File: src/rtl/seven_segment_scanner.sv
// Multi-digit hex display scanner: one shared segment bus, one-hot digit enables, frame-synchronous updates.
// Optional leading-zero blanking when LEADING_ZERO_BLANK_EN is defined.
module seven_segment_scanner #(
  parameter int NUM_DIGITS  = 4,
  parameter int REFRESH_DIV = 50000,
  parameter bit ACTIVE_LOW  = 1'b1
) (
  input  logic                    clk,
  input  logic                    rst,
  input  logic [4*NUM_DIGITS-1:0] value_in,
  input  logic [NUM_DIGITS-1:0]   dp_in,
  input  logic                    load,
  output logic [NUM_DIGITS-1:0]   digit_en,
  output logic [6:0]              segments,
  output logic                    dp_out,
  output logic                    frame_done
);

  localparam int CNT_W = $clog2(REFRESH_DIV);
  localparam int IDX_W = (NUM_DIGITS > 1) ? $clog2(NUM_DIGITS) : 1;
  localparam logic [CNT_W-1:0] CNT_LAST = CNT_W'(REFRESH_DIV - 1);
  localparam logic [CNT_W-1:0] CNT_ONE  = CNT_W'(1);
  localparam logic [IDX_W-1:0] IDX_LAST = IDX_W'(NUM_DIGITS - 1);
  localparam logic [IDX_W-1:0] IDX_ONE  = IDX_W'(1);

  logic [CNT_W-1:0]        div_cnt;
  logic [IDX_W-1:0]        idx;
  logic [4*NUM_DIGITS-1:0] shadow_val;
  logic [4*NUM_DIGITS-1:0] disp_val;
  logic [NUM_DIGITS-1:0]   shadow_dp;
  logic [NUM_DIGITS-1:0]   disp_dp;
  logic                    pending;
  logic [3:0]              nibble;
  logic [NUM_DIGITS-1:0]   onehot;
  logic                    dp_cur;
  logic [6:0]              seg_raw;

  // Active-high segment pattern {g,f,e,d,c,b,a}
  function automatic logic [6:0] hex_decode(input logic [3:0] n);
    case (n)
      4'h0:    hex_decode = 7'b0111111;
      4'h1:    hex_decode = 7'b0000110;
      4'h2:    hex_decode = 7'b1011011;
      4'h3:    hex_decode = 7'b1001111;
      4'h4:    hex_decode = 7'b1100110;
      4'h5:    hex_decode = 7'b1101101;
      4'h6:    hex_decode = 7'b1111101;
      4'h7:    hex_decode = 7'b0000111;
      4'h8:    hex_decode = 7'b1111111;
      4'h9:    hex_decode = 7'b1101111;
      4'hA:    hex_decode = 7'b1110111;
      4'hB:    hex_decode = 7'b1111100;
      4'hC:    hex_decode = 7'b0111001;
      4'hD:    hex_decode = 7'b1011110;
      4'hE:    hex_decode = 7'b1111001;
      default: hex_decode = 7'b1110001;
    endcase
  endfunction

  assign frame_done = (div_cnt == CNT_LAST) && (idx == IDX_LAST);

  always_ff @(posedge clk) begin
    if (rst) begin
      div_cnt    <= '0;
      idx        <= '0;
      shadow_val <= '0;
      shadow_dp  <= '0;
      disp_val   <= '0;
      disp_dp    <= '0;
      pending    <= 1'b0;
    end else begin
      if (div_cnt == CNT_LAST) begin
        div_cnt <= '0;
        idx     <= (idx == IDX_LAST) ? '0 : idx + IDX_ONE;
      end else begin
        div_cnt <= div_cnt + CNT_ONE;
      end

      if (load) begin
        shadow_val <= value_in;
        shadow_dp  <= dp_in;
      end

      // A load landing on the frame boundary bypasses the shadow so it is not delayed a whole frame
      if (load && frame_done) begin
        disp_val <= value_in;
        disp_dp  <= dp_in;
        pending  <= 1'b0;
      end else if (frame_done && pending) begin
        disp_val <= shadow_val;
        disp_dp  <= shadow_dp;
        pending  <= 1'b0;
      end else if (load) begin
        pending  <= 1'b1;
      end
    end
  end

  always_comb begin
    nibble = '0;
    onehot = '0;
    dp_cur = 1'b0;
    for (int i = 0; i < NUM_DIGITS; i++) begin
      if (idx == IDX_W'(i)) begin
        nibble    = disp_val[4*i +: 4];
        onehot[i] = 1'b1;
        dp_cur    = disp_dp[i];
      end
    end
  end

`ifdef LEADING_ZERO_BLANK_EN
  logic [NUM_DIGITS-1:0] blank;
  logic                  blank_cur;

  // Digit i blanks when it and every more significant nibble are zero; digit 0 always shows
  always_comb begin
    logic upper_zero;
    blank      = '0;
    blank_cur  = 1'b0;
    upper_zero = 1'b1;
    for (int i = NUM_DIGITS - 1; i > 0; i--) begin
      upper_zero = upper_zero && (disp_val[4*i +: 4] == 4'h0);
      blank[i]   = upper_zero;
    end
    for (int i = 0; i < NUM_DIGITS; i++) begin
      if (idx == IDX_W'(i)) blank_cur = blank[i];
    end
    seg_raw = blank_cur ? 7'b0000000 : hex_decode(nibble);
  end
`else
  always_comb begin
    seg_raw = hex_decode(nibble);
  end
`endif

  assign digit_en = ACTIVE_LOW ? ~onehot : onehot;
  assign segments = ACTIVE_LOW ? ~seg_raw : seg_raw;
  assign dp_out   = dp_cur;

endmodule
File: config.mk
export PLATFORM = sky130hd
export DESIGN_NAME = seven_segment_scanner
export DESIGN_NICKNAME = d
export VERILOG_FILES = /design/src/rtl/seven_segment_scanner.sv
export SDC_FILE = /design/constraint.sdc
export NUM_CORES = 1
export LEC_CHECK = 0
export CAP_MARGIN = 20
export CORE_ASPECT_RATIO = 1.4
export CORE_MARGIN = 3
export CORE_UTILIZATION = 45
export DETAILED_ROUTE_END_ITERATION = 7
export GPL_TIMING_DRIVEN = 1
export PLACE_DENSITY_LB_ADDON = 0.05
export SYNTH_ARGS = -nofsm -noshare
export SYNTH_HDL_FRONTEND = slang
export SYNTH_SLANG_ARGS = --single-unit
export TNS_END_PERCENT = 5
File: constraint.sdc
create_clock -name clk -period 5.4 [get_ports clk]
set_input_delay 1.08 -clock clk [delete_from_list [all_inputs] [get_ports clk]]
set_output_delay 1.08 -clock clk [all_outputs]
set_load 0.01 [all_outputs]
Word-level counts from Yosys, hierarchy flattened
Memory sizes are Yosys's and may differ from the RTL's.
Cells that the tools add are included.
{"block": "totals", "mem_count": 1, "word_cells": 40, "romBits": 112, "register_bits": 59}
{"block": "op_classes", "muxes": 17, "eq_ne": 4, "n_addsub": 2, "reduce_logical": 7, "bitwise": 2}
{"name": "(name not given)", "depth": 16, "word_bits": 7, "rd": 1, "rd_ports_with_merged_regs": 0, "wr": 0, "line_no": "40", "text": "case (n)"}
{"op": "16-bit 2-to-1 mux", "count": 2}
{"op": "4-bit 2-to-1 mux", "count": 6}
{"op": "16-bit by 1-bit adder with 16-bit output, second input constant", "count": 1}
{"op": "16-bit == test, second input constant", "count": 1}
{"op": "1-bit 2-to-1 mux", "count": 8}
{"op": "7-bit NOT", "count": 1}
{"op": "2-bit == test, second input constant", "count": 2}
{"op": "4-bit NOT", "count": 1}
{"op": "1-bit logical AND", "count": 3}
{"op": "3-bit OR reduction", "count": 1}
{"op": "2-bit by 1-bit adder with 2-bit output, second input constant", "count": 1}
{"op": "2-bit by 1-bit == test with 1-bit output, second input constant", "count": 1}
{"op": "2-bit zero test", "count": 1}
{"op": "2-bit 2-to-1 mux", "count": 1}
{"op": "2-bit nonzero test", "count": 1}
{"op": "2-bit OR reduction", "count": 1}

Depth between registers and ports, before layout
Gate-level depths: netlist of run 1.
An unclocked memory read counts as a cell.
{"block": "logic_depth", "depth_word": 7, "ltp_mapped": 10, "mapped_depth_nobuf": 9}

Worst setup path before layout of run 1
No wires, ideal clock.
{"block": "synth_path", "path_type": "register -> output", "from": "reg idx[0]", "to": "out segments[0]", "path_slack_ns": 2.066, "path_buffers": 1, "path_stages_with_launch": 11, "t_arrival_ns": 2.254, "required_time_ns": 4.320, "cell_sequence": "dfxtp_1 -> inv_1 -> ha_1 -> clkbuf_1 -> inv_1 -> o21a_1 -> a22oi_1 -> inv_1 -> ha_1 -> and3b_1 -> a221o_1"}
{"block": "synth_via", "elab_chain_len": 7, "word_cells_on_any_way": 10, "cone_classes": "eq/ne: 3; mux: 4; bitwise: 1; reduce/logical: 1; memory: 1"}
{"element": "from (decl)", "line_no": "27", "text": "logic [IDX_W-1:0] idx;"}
{"element": "from (signal assigned)", "line_no": "74", "text": "idx <= (idx == IDX_LAST) ? '0 : idx + IDX_ONE;"}
{"element": "2-bit zero test", "line_no": "104", "text": "if (idx == IDX_W'(i)) begin"}
{"element": "4-bit 2-to-1 mux (3 in series)", "line_no": "104"}
{"element": "4-bit 2-to-1 mux *", "line_no": "104"}
{"element": "memory read 16 x 7 bit *"}
{"element": "7-bit NOT *", "line_no": "138", "text": "assign segments = ACTIVE_LOW ? ~seg_raw : seg_raw;"}
{"element": "to (decl)", "line_no": "14", "text": "output logic [6:0] segments,"}
Every way passes the cells marked *; elsewhere a longest branch is shown, timed or not.

Worst setup path in the final report of run 1
{"block": "layout_path", "from": "reg idx[0]", "to": "out segments[6]"}
Same word-level chain as after synthesis.

==> results of run 1 <==
==> metal layers <==
| metal | vias to the layer above | part of all wire [%] |
|---|---|---|
| met3 | 4 | 2.9 |
| met1 | 1112 | 46 |
| met2 | 37 | 50 |
| met4 | 0 | 0.94 |
| li1 | 1237 | - |
| met5 | - | 0 |
==> per-stage QoR <==
step | hold WS (ns) | power [mW] | setup WS [ns] | utilization, %
finish | 0.441 | 0.931 | 1.12 | 56.1
floorplan | 0.412 | 0.500 | 2.07 | -
detailed placement | 0.437 | 0.526 | 1.45 | 52.8
global placement | 0.426 | 0.524 | 1.51 | 52.7
CTS | 0.451 | 0.942 | 1.08 | 56.1
global route | 0.464 | 0.970 | 0.773 | 56.1
==> worst max-delay path, cell delays in order, from the launching register on <==
cell	delay, ns
dfxtp_1	0.40
ha_1	0.47
a211oi_1	0.08
a211oi_1	0.55
inv_1	0.20
ha_1	0.26
mux2_2	0.26
a22o_1	0.18
clkdlybuf4s50_1	0.47
==> cell type report <==
type	instances	area [sq um]
inverter	12	57.6
fill	632	2780
clock buffer	15	176
tap	72	90.1
multi-input combinational	241	1630
timing repair buffer	40	387
clock inverter	1	30.0
sequential	59	1180
==> placed cells by master (no fill, tap or decap), types with 6 or more instances in the layout <==
cell,count
a211oi_1,6
a21oi_1,25
a22o_1,19
clkbuf_8,12
clkdlybuf4s50_1,34
dfxtp_1,59
ha_1,12
inv_1,11
mux2i_1,27
nand2_1,18
nand2_2,8
nor2_1,36
nor2b_1,9
o21ai_0,21
==> sequential cells by signal, summed over array words and instances, names as in the netlist <==
register	count
disp_dp	4
disp_val	16
div_cnt	16
idx	2
pending	1
shadow_dp	4
shadow_val	16
==> where the power goes <==
part	switching [mW]	internal [mW]
Sequential	0.00517	0.447
Clock	0.163	0.252
Combinational	0.0304	0.0333
Total	0.199	0.732
==> cells in the mapped netlist, types with 2 or more instances <==
cell type,count
mux2i_1,27
nand3_1,3
nor2_1,36
nand2_2,8
a211oi_1,6
nand2_1,18
nor4_1,2
o31ai_1,3
xnor2_1,5
ha_1,12
a21oi_1,25
nand3b_1,4
xor2_1,5
buf_6,3
nor3_1,3
mux2_2,5
a22o_1,19
nor2b_1,9
or4_1,5
nor3b_1,3
buf_2,3
inv_1,11
and3_1,2
dfxtp_1,59
o21ai_0,21
a21o_1,2
clkbuf_1,15
nand4_1,5
or2_2,2
==> logic make-up after synthesis <==
kind of cell | count (synthesis) | synth area share [%]
DFF | 59 | 39.3
muxes | 32 | 10.9
xor gates and xnor gates | 10 | 2.92
buffers and inverters | 35 | 6.21
AOI/OAI and AO/OA | 80 | 17.1
adders and majority gates | 12 | 5.00
and+or+nand+nor | 107 | 18.5
==> worst paths after layout <==
| path | slack (ns) | to | depth (start not counted) |
|---|---|---|---|
| setup / recovery | 1.12 | segments[6] | 8 |
| hold / removal | 0.44 | div_cnt[0]$_SDFF_PP0_ | 1 |
| setup reg to reg | 2.86 | disp_dp[1]$_SDFFE_PP0P_ | 4 |
| hold reg to reg | 0.44 | div_cnt[0]$_SDFF_PP0_ | 1 |
==> flow_summary.toml, run 1 <==
[setup_path]
crit_type = "flip-flop to output pin"
arrival_ns = 3.20
start_kind = "flip-flop"
crit_path_max_fanout = 15
cp_data_required_time_ns = 4.32
worstSetupEndpointType = "output pin"
r2r_start = "div_cnt[10]$_SDFF_PP0_"
worstSetupStartpoint = "idx[0]$_SDFFE_PP0N_"

[sta]
period_minus_slack_ns = 4.28
finalCritPeriodShare_pct = 79.3
final.setup.tns_ns = 0
hold_viol = 0
report.final.slew_viol_count = 0
clock_skew_ns = 0.00833
worst_slew_pin_slew_ns = 0.888
fmax_mhz = 234
rsz0062_at_grt = "no"
setup_viol = 0
slew_headroom_pct = 40.8

[clock_tree]
postCtsSetupBuffers = 0
clockBufferDepth = 2
h-tree-depth = 3
root_buffer = "clkbuf_8"
cts_made_buffers = 9
path_clk_slew_ns = 0.07
ctsHoldBuffers = 0
ctsResizeCount = 0
clk_latency_ns = 0.33
cts_tree = "done"
cts_num_sinks = 59

[global_routing]
grt_overflow = 0
top_usage_layer = "met2"
met1_usage_pct = 21.4
grtUsageMet2_pct = 28.3
grt_first_pass_wirelength_mm = 10.1
track_usage_pct = 17.1
grt_max_degree = 40
grt_pass1_vias = 2198
gr-usage-met3_pct = 2.93
antenna_found_initial = 0

[cells_and_area]
nNetsFinal = 398
antenna_cells = 0
syn_to_final_growth_pct = 18.5
stdcell_area_sq_um = 3560
drive_gt1_share_pct = 10.1
stdcell_count = 440

[synth]
synthArstFlopShare_pct = 0
yosys-top-cells-area = "dfxtp_1 (39%), mux2i_1 (9.0%), a22o_1 (5.5%)"
synth_area_sq_um = 3000
ys_seq_area_share_pct = 39.3
synth_seq_cells = 59
synth_nets = 370
synth-edff-count = 0
synth.avg_cell_area_sq_um = 8.96
synth_cells = 335
synth_top_cell_by_area = "dfxtp_1"
ys.flop_type = "dfxtp_1"
synth.distinct_cells = 43
yosys.area.top_type_share_pct = 39.3
yosysWarnings = 0

[placement]
place_congestion = 0.788
placed_area_sq_um = 3350
port_buffers = 35
place_inst = 424
place_hpwl_mm = 4.43

[floorplan]
coreArea_sq_um = 6340
die-area_sq_um = 7700
die-width_um = 75.0
rows = 34
io-pin-count = 36
start_util_pct = 47.4
die_y_um = 103

[routing]
ant_nets = 0
dr.pass1.iters = 5
routed_wl_mm = 6.14
drc = 0
route.detailed.wl_per_inst_um = 14.0
avgViaCountPerCell = 5.43
first_iter_violations = 95
dr_total_vias = 2390

[run]
max-cap-violations = 0

[min_path]
min-delay-start = "div_cnt[0]$_SDFF_PP0_"
min_path_type = "flip-flop to flip-flop"

[outcome]
status = "completed"

[pwr]
max-vdd-ir-drop_mv = 0.181
leakagePower_nw = 1.36
powerDensity_nw_per_um2 = 262
(Power assumes the default switching activity.)
==> inputs of run 2 (changes only) <==
Clock period 5.4 ns to 4.1 ns, I/O delays scaled along.
==> run 2 against run 1 <==
Wire length increased by 4.3%. Critical path depth increased by 2. Final cell count rose by 0.23%. Combinational power is 33% higher. Largest power group unchanged. Critical path type unchanged. Via count fell by 0.75%. Hold slack gained 0.0046 ns.
==> flow_summary.toml, run 2 (synthesis gave the netlist of run 1 again) <==
[floorplan]
rows = 34
start_util_pct = 47.4
coreArea_sq_um = 6340
io-pin-count = 36
die-area_sq_um = 7700
die-width_um = 75.0
die_y_um = 103

[run]
max-cap-violations = 0

[sta]
clock_skew_ns = 0.00495
final.setup.tns_ns = 0
setup_viol = 0
period_minus_slack_ns = 3.89
fmax_mhz = 257
fin_ws_ns = 0.213
slew_headroom_pct = 49.0
rsz0062_at_grt = "yes"
finalCritPeriodShare_pct = 94.8
worst_slew_pin_slew_ns = 0.763
hold_viol = 0
report.final.slew_viol_count = 0

[setup_path]
cp_cell_sequence = "inv_1 -> ha_1 -> a21oi_1 -> o21ai_0 -> a22oi_2 -> inv_1 -> ha_1 -> and3b_1 -> a221o_1 -> clkdlybuf4s50_1"
cp_data_required_time_ns = 3.28
worstSetupStartpoint = "idx[0]$_SDFFE_PP0N_"
start_kind = "flip-flop"
critPathTopFamily = "compound AO/OA/AOI/OAI gates"
crit_buf_inv = 3
r2r_start = "div_cnt[12]$_SDFF_PP0_"
crit_path_max_fanout = 10
worstSetupEndpointType = "output pin"
crit_type = "flip-flop to output pin"
ff2ff_setup_slack_ns = 1.67
arrival_ns = 3.07
critPathMaxStageDelay_ns = 0.48
cp_slowest_cell = "clkdlybuf4s50_1"
r2r-end = "disp_dp[1]$_SDFFE_PP0P_"
r2r_cells = 5

[routing]
routed_wl_mm = 6.41
ant_nets = 0
dr_total_vias = 2372
first_iter_violations = 96
avgViaCountPerCell = 5.38
route.detailed.wl_per_inst_um = 14.5
drc = 0
dr.pass1.iters = 4

[global_routing]
grt_first_pass_wirelength_mm = 10.8
grt_max_degree = 39
grt_overflow = 0
grt_pass1_vias = 2352
antenna_found_initial = 0
track_usage_pct = 18.2

[clock_tree]
path_clk_slew_ns = 0.06
cts_made_buffers = 9
clockBufferDepth = 2
root_buffer = "clkbuf_8"
h-tree-depth = 3
clk_latency_ns = 0.33
cts_tree = "done"
cts_num_sinks = 59
ctsHoldBuffers = 0

[placement]
place_congestion = 0.820
port_buffers = 35
place_hpwl_mm = 4.46
place_inst = 426
dp_slack_ns = 0.396

[cells_and_area]
stdcell_count = 441
regArea_sq_um = 1180
n_fill_cell = 602
final_common_cell = "dfxtp_1"
antenna_cells = 0
syn_to_final_growth_pct = 19.0
reg.largest.list = "disp_val (16), div_cnt (16), shadow_val (16)"
drive_gt1_share_pct = 11.4
most-common-layout-cells = "dfxtp_1 (59), nor2_1 (36), clkdlybuf4s50_1 (34)"
multi_input_area_sq_um = 1650
nNetsFinal = 400

[pwr]
leakagePower_nw = 1.36
max-vdd-ir-drop_mv = 0.214
powerDensity_nw_per_um2 = 339

[min_path]
holdPathEnd = "div_cnt[0]$_SDFF_PP0_"
hold_depth = 1
min_path_type = "flip-flop to flip-flop"
min-delay-start = "div_cnt[0]$_SDFF_PP0_"

[outcome]
status = "completed"
==> run 2: area by class of cell <==
class                           instances  area share [%]
Inverter                               12            1.61
Multi-Input combinational cell        241            46.1
Timing Repair Buffer                   42            11.2
Clock inverter                          2           0.981
Sequential cell                        59            33.1
Tap cell                               72            2.52
Clock buffer                           13            4.45
==> run 2: worst reg2reg max path: stages, from the launching register on <==
cell and delay (ns):
dfxtp_1 0.34, or4b_1 0.55, or4_1 0.67, buf_4 0.26
nor2_4 0.15, mux2_2 0.34
==> run 2: what timing repair did <==
item | 4_1_cts | 5_1_grt
setup buffers | 0 | 0
endpoints found under the setup margin | 0 | 5
gates resized for setup | 0 | 3
==> run 2: how the worst max path moves through the flow <==
stage	slack, ns	to	cells after the start
CTS	0.03	segments[6]	8
detailed placement	0.40	segments[6]	8
floorplan	1.03	segments[0]	10
global placement	0.44	segments[0]	9
finish	0.21	segments[0]	10
global route	-0.04	segments[0]	10
==> run 2: power breakdown <==
group	total (mW)	switching, mW	internal [mW]
clock	0.530	0.220	0.310
combinational	0.0848	0.0406	0.0442
sequential	0.595	0.00695	0.588
total	1.21	0.268	0.943
==> run 2: per-stage QoR <==
| step | total power [mW] | instance area [sq um] | utilization, % | hold slack (ns) |
|---|---|---|---|---|
| after global placement | 0.691 | 3350 | 52.9 | 0.421 |
| after detailed placement | 0.694 | 3360 | 53.1 | 0.440 |
| after floorplan | 0.659 | 3000 | - | 0.412 |
| after CTS | 1.23 | 3560 | 56.1 | 0.449 |
| after global routing | 1.25 | 3570 | 56.3 | 0.474 |
| final | 1.21 | 3570 | 56.3 | 0.445 |
==> run 2: metal layers <==
metal	routed length [um]	share of wire, %	GRT usage, %	vias to the layer above
li1	-	-	-	1236
met1	2930	46	22.0	1095
met2	3210	50	30.3	34
met3	189	3.0	3.32	7
met4	76	1.2	9.04	0
met5	0	0	0	-
